--- config.mk ---
export PLATFORM = sky130hd
export DESIGN_NAME = uart_tx_frame_ctrl
export DESIGN_NICKNAME = d
export VERILOG_FILES = /design/src/rtl/uart_tx_frame_ctrl.sv
export SDC_FILE = /design/constraint.sdc
export NUM_CORES = 1
export LEC_CHECK = 0
export CAP_MARGIN = 20
export CORE_MARGIN = 2
export CORE_UTILIZATION = 40
export CTS_BUF_LIST = sky130_fd_sc_hd__clkbuf_16
export CTS_CLUSTER_DIAMETER = 30
export DETAILED_ROUTE_END_ITERATION = 8
export PLACE_DENSITY_LB_ADDON = 0.2
export SYNTH_ARGS = -nofsm -noshare
export SYNTH_HDL_FRONTEND = slang
export SYNTH_SLANG_ARGS = --single-unit
--- constraint.sdc ---
create_clock -name clk -period 2.1 [get_ports clk]
set_input_delay 0.42 -clock clk [delete_from_list [all_inputs] [get_ports clk]]
set_output_delay 0.42 -clock clk [all_outputs]
set_load 0.005 [all_outputs]
--- src/rtl/uart_tx_frame_ctrl.sv ---
// uart_tx_frame_ctrl: sequences one UART transmit frame per accepted byte
// (start bit, data LSB-first, optional parity bit, stop bit(s)) and owns the
// baud-interval counter. All outputs are registered.
// Build option: define UART_TX_PARITY_EN to insert a parity bit after the data
// bits; p_type (0 = even, 1 = odd) is latched with the byte. Without the macro
// the parity state and parity register do not exist and p_type is ignored.
module uart_tx_frame_ctrl #(
    parameter int CLKS_PER_BIT = 16,
    parameter int DATA_BITS    = 8,
    parameter int STOP_BITS    = 1
) (
    input  logic                 clk,
    input  logic                 reset,
    input  logic                 tx_valid,
    output logic                 tx_ready,
    input  logic [DATA_BITS-1:0] tx_data,
    input  logic                 p_type,
    output logic                 tx,
    output logic                 busy,
    output logic                 done
);

    localparam int CNT_W = $clog2(CLKS_PER_BIT);
    localparam int IDX_W = $clog2(DATA_BITS);

    localparam logic [CNT_W-1:0] CNT_LAST  = CNT_W'(CLKS_PER_BIT - 1);
    localparam logic [CNT_W-1:0] CNT_PRE   = CNT_W'(CLKS_PER_BIT - 2);
    localparam logic [IDX_W-1:0] IDX_LAST  = IDX_W'(DATA_BITS - 1);
    localparam logic [IDX_W-1:0] STOP_LAST = IDX_W'(STOP_BITS - 1);

`ifdef UART_TX_PARITY_EN
    typedef enum logic [2:0] {S_IDLE, S_START, S_DATA, S_PARITY, S_STOP} state_t;
`else
    typedef enum logic [2:0] {S_IDLE, S_START, S_DATA, S_STOP} state_t;
`endif

    state_t                 state, state_nx;
    logic [CNT_W-1:0]       cnt, cnt_nx;
    logic [IDX_W-1:0]       idx, idx_nx;
    logic [DATA_BITS-1:0]   shreg, shreg_nx;
    logic                   tx_nx, tx_ready_nx, busy_nx, done_nx;
    logic                   bit_end;

`ifdef UART_TX_PARITY_EN
    logic                   par_bit, par_bit_nx;
`else
    logic                   unused_p_type;
    assign unused_p_type = p_type;
`endif

    // A serial bit ends on the last cycle of its baud interval.
    assign bit_end = (cnt == CNT_LAST);

    // State register plus registered outputs; reset forces the line idle-high at once.
    always_ff @(posedge clk or posedge reset) begin
        if (reset) begin
            state    <= S_IDLE;
            cnt      <= '0;
            idx      <= '0;
            shreg    <= '0;
            tx       <= 1'b1;
            tx_ready <= 1'b1;
            busy     <= 1'b0;
            done     <= 1'b0;
`ifdef UART_TX_PARITY_EN
            par_bit  <= 1'b0;
`endif
        end else begin
            state    <= state_nx;
            cnt      <= cnt_nx;
            idx      <= idx_nx;
            shreg    <= shreg_nx;
            tx       <= tx_nx;
            tx_ready <= tx_ready_nx;
            busy     <= busy_nx;
            done     <= done_nx;
`ifdef UART_TX_PARITY_EN
            par_bit  <= par_bit_nx;
`endif
        end
    end

    // Next-state and next-output logic; tx is computed one cycle ahead so it
    // only moves on bit boundaries.
    always_comb begin
        state_nx    = state;
        cnt_nx      = cnt;
        idx_nx      = idx;
        shreg_nx    = shreg;
        tx_nx       = tx;
        tx_ready_nx = tx_ready;
        busy_nx     = busy;
        done_nx     = 1'b0;
`ifdef UART_TX_PARITY_EN
        par_bit_nx  = par_bit;
`endif

        if (state != S_IDLE) begin
            cnt_nx = bit_end ? '0 : cnt + 1'b1;
        end

        case (state)
            S_IDLE: begin
                if (tx_valid && tx_ready) begin
                    state_nx    = S_START;
                    cnt_nx      = '0;
                    idx_nx      = '0;
                    shreg_nx    = tx_data;
                    tx_nx       = 1'b0;
                    tx_ready_nx = 1'b0;
                    busy_nx     = 1'b1;
`ifdef UART_TX_PARITY_EN
                    par_bit_nx  = (^tx_data) ^ p_type;
`endif
                end
            end

            S_START: begin
                if (bit_end) begin
                    state_nx = S_DATA;
                    idx_nx   = '0;
                    tx_nx    = shreg[0];
                end
            end

            S_DATA: begin
                if (bit_end) begin
                    shreg_nx = shreg >> 1;
                    if (idx == IDX_LAST) begin
                        idx_nx   = '0;
`ifdef UART_TX_PARITY_EN
                        state_nx = S_PARITY;
                        tx_nx    = par_bit;
`else
                        state_nx = S_STOP;
                        tx_nx    = 1'b1;
`endif
                    end else begin
                        idx_nx = idx + 1'b1;
                        tx_nx  = shreg[1];
                    end
                end
            end

`ifdef UART_TX_PARITY_EN
            S_PARITY: begin
                if (bit_end) begin
                    state_nx = S_STOP;
                    idx_nx   = '0;
                    tx_nx    = 1'b1;
                end
            end
`endif

            S_STOP: begin
                // done is registered, so raise it one cycle early to land on
                // the final cycle of the last stop bit.
                if (idx == STOP_LAST && cnt == CNT_PRE) begin
                    done_nx = 1'b1;
                end
                if (bit_end) begin
                    if (idx == STOP_LAST) begin
                        state_nx    = S_IDLE;
                        idx_nx      = '0;
                        tx_ready_nx = 1'b1;
                        busy_nx     = 1'b0;
                    end else begin
                        idx_nx = idx + 1'b1;
                    end
                end
            end

            default: begin
                state_nx    = S_IDLE;
                cnt_nx      = '0;
                idx_nx      = '0;
                tx_nx       = 1'b1;
                tx_ready_nx = 1'b1;
                busy_nx     = 1'b0;
            end
        endcase
    end

endmodule

==> run_results.csv <==
group,metric,value,unit
routing,vias,973,
place,placedCellCount,170,
clocking,cts_buffers,3,
timing,setup_viol_count_final,0,
routing,wl,2.52,mm
global_routing,track_usage,16.7,%
synthesis,syn-cell-area,1190,um^2
clocking,cts_root_buf,"clkbuf_16",
cells_and_area,n_antenna_cell,0,
timing,max-slew-margin-rel,76.3,%
routing,drc,0,
clocking,h-tree-depth,1,
synthesis,async_reset_ff_share,100,%
routing,dr.first_iter.drc_count,29,
global_routing,gr-usage-met2,29.4,%
clocking,cts_sinks,21,
clocking,insertion_delay,0.25,ns
synthesis,synth.top_cell.area_share,40.1,%
setup_path,end_kind,"flop",
cells_and_area,layout_commonest_cell,"dfrtp_1",
timing,rsz0062_at_grt,"no",
floorplan,dieWidth,58.5,um
clocking,cts_tree,"yes",
setup_path,critPathMaxFanout,9,
clocking,cts_hold_buf,0,
routing,wl_per_cell,14.5,um
timing,clock_skew,0.00507,ns
place,dp_hpwl,1.81,mm
synthesis,synth_ff_type,"dfrtp_1",
synthesis,ys_seq_area_share,44.5,%
cells_and_area,fillers,259,
cells_and_area,utilization,53.3,%
floorplan,rows,19,
timing,fmaxAchievable,521,MHz
floorplan,die_h,58.5,um
clocking,clk_pin_slew,0.06,ns
synthesis,syn_inst,121,
global_routing,grt_pass1_wl,4.38,mm
power_and_ir_drop,power,838,uW
global_routing,grt_max_degree,22,
global_routing,grt_antenna_before_repair,0,
cells_and_area,drive_above_1_share,13.3,%
global_routing,first_global_vias,980,
timing,hold_viol_final,0,
floorplan,io_pins,16,
synthesis,ys_types,36,
global_routing,met3_usage,4.84,%
floorplan,core_area,2780,um^2
clocking,cts_buffer_depth,2,
cells_and_area,num-nets-final,165,
cells_and_area,final_cells,174,
power_and_ir_drop,power.leakage,0.671,nW
setup_path,crit_path_max_incr_delay,0.38,ns
floorplan,start_util,42.6,%
job,cap_violations,0,
run_status,status,"completed",
synthesis,synthTopCellsByArea,"dfrtp_1, ha_1, o21ai_0",
synthesis,avgSynthCellArea,9.80,um^2
global_routing,grt_util_met1,20.5,%
timing,finalCriticalPeriod,1.92,ns
routing,drt-pass1-iter-count,4,
routing,antenna_left,0,
global_routing,busiest_layer,"met2",
setup_path,cp_cell_sequence,"inv_1 > ha_1 > a21boi_1 > o21bai_4 > or3_4 > mux2_4",
power_and_ir_drop,vdd_ir_drop_max,648,uV
setup_path,start_kind,"flop",
synthesis,synth_edf_count,0,
setup_path,cp.arrival,2.06,ns
timing,maxSlewViolCount,0,
routing,via_per_inst,5.59,
power_and_ir_drop,powerDensity,565,nW/um^2
timing,worstMarginPinSlew,0.354,ns
cells_and_area,syn_to_final_growth,24.9,%
setup_path,slowest_stage,"dfrtp_1",
place,port-buffer-count,14,
clocking,postCtsSetupRepairBufs,0,
timing,fin_setup_tns,0,ns
synthesis,synth_area_leader_cell,"dfrtp_1",
cells_and_area,final_cell_mix,"dfrtp_1, o21ai_0, clkdlybuf4s50_1, a21oi_1, ha_1",
floorplan,die-area,3420,um^2
timing,fin_crit_sh,91.3,%
synthesis,synth_fp_nets,142,
synthesis,yosys_warnings,0,
setup_path,worstPathRequired,2.24,ns
global_routing,grt_overflow,0,
synthesis,synth.ff_latch_count,21,
place,globalplace.congestion,0.782,
clocking,cts_resized,0,
setup_path,crit_type,"flop to flop",
worst_hold_path,hold_class,"flop to flop",
power by group:
part           switching (mW)  leakage (nW)  total (mW)  internal, mW
combinational          0.0106         0.379      0.0280        0.0174
clock                   0.149        0.0409       0.405         0.256
sequential                  0         0.251       0.405         0.405
cell families (layout without fill, tap and decap cells):
logic type	count (synthesis)	count (layout)	synth area share, %
simple gates	33	33	15.5
buf+inv	11	33	4.22
fa+ha+maj	9	9	9.49
xor+xnor	1	1	0.739
flops	21	21	44.5
mux	4	4	3.90
compound gates	42	42	21.6
through the flow:
step / hold slack, ns / area, um^2 / worst slack, ns
2_1_floorplan: 0.395 / 1190 / 0.350
3_3_place_gp: 0.475 / 1400 / 0.148
3_5_place_dp: 0.487 / 1400 / 0.128
4_1_cts: 0.496 / 1480 / 0.188
5_1_grt: 0.530 / 1480 / 0.0907
6_report: 0.491 / 1480 / 0.182
layout make-up:
type	instances	area, um^2	share of cell area [%]
tap	31	38.8	2.62
multi-input combinational	89	608	41.0
clock buffer	3	75.1	5.07
inverter	7	26.3	1.77
timing repair buffer	22	200	13.5
clock inverter	1	5.00	0.338
sequential	21	528	35.6
worst paths after layout:
kind / startpoint / end / slack [ns] / cells after the start
worst max-delay path: state[0]$_DFFE_PP0P_ / state[1]$_DFFE_PP0P_ / 0.18 / 6
worst min-delay path: tx_ready$_DFFE_PP1P_ / tx_ready$_DFFE_PP1P_ / 0.49 / 2
worst max register to register: state[0]$_DFFE_PP0P_ / state[1]$_DFFE_PP0P_ / 0.18 / 6
worst min register to register: tx_ready$_DFFE_PP1P_ / tx_ready$_DFFE_PP1P_ / 0.49 / 2
max in group asynchronous: reset / tx$_DFFE_PP1P_ / 1.32 / 3
min in group asynchronous: reset / cnt[2]$_DFF_PP0_ / 0.50 / 3
registers in the layout (all words and copies together), names as in the netlist:
signal and count:
busy 1, tx 1, state 2, done 1, shreg 8, cnt 4, idx 3, tx_ready 1
synthesized netlist by cell type (all sizes together) (3+ instances only):
cell type	n
ha	9
dfrtp	19
nand2b	3
nand2	8
a21oi	11
o22ai	5
o21ai	17
or3	6
inv	7
nor2	5
per-layer routing:
| layer | vias up | wire length, um |
|---|---|---|
| met1 | 469 | 1180 |
| met3 | 2 | 110 |
| met5 | - | 0 |
| met4 | 0 | 14 |
| met2 | 19 | 1220 |
| li1 | 483 | - |
worst max-delay path: cells and delay by family (launching register included):
kind / cells / cell delay, ns
buf+inv: 1 / 0.09
simple gates: 1 / 0.36
flops: 1 / 0.38
compound gates: 2 / 0.39
mux: 1 / 0.30
fa+ha+maj: 1 / 0.30
Note: power is estimated with default switching activity, not from simulation.
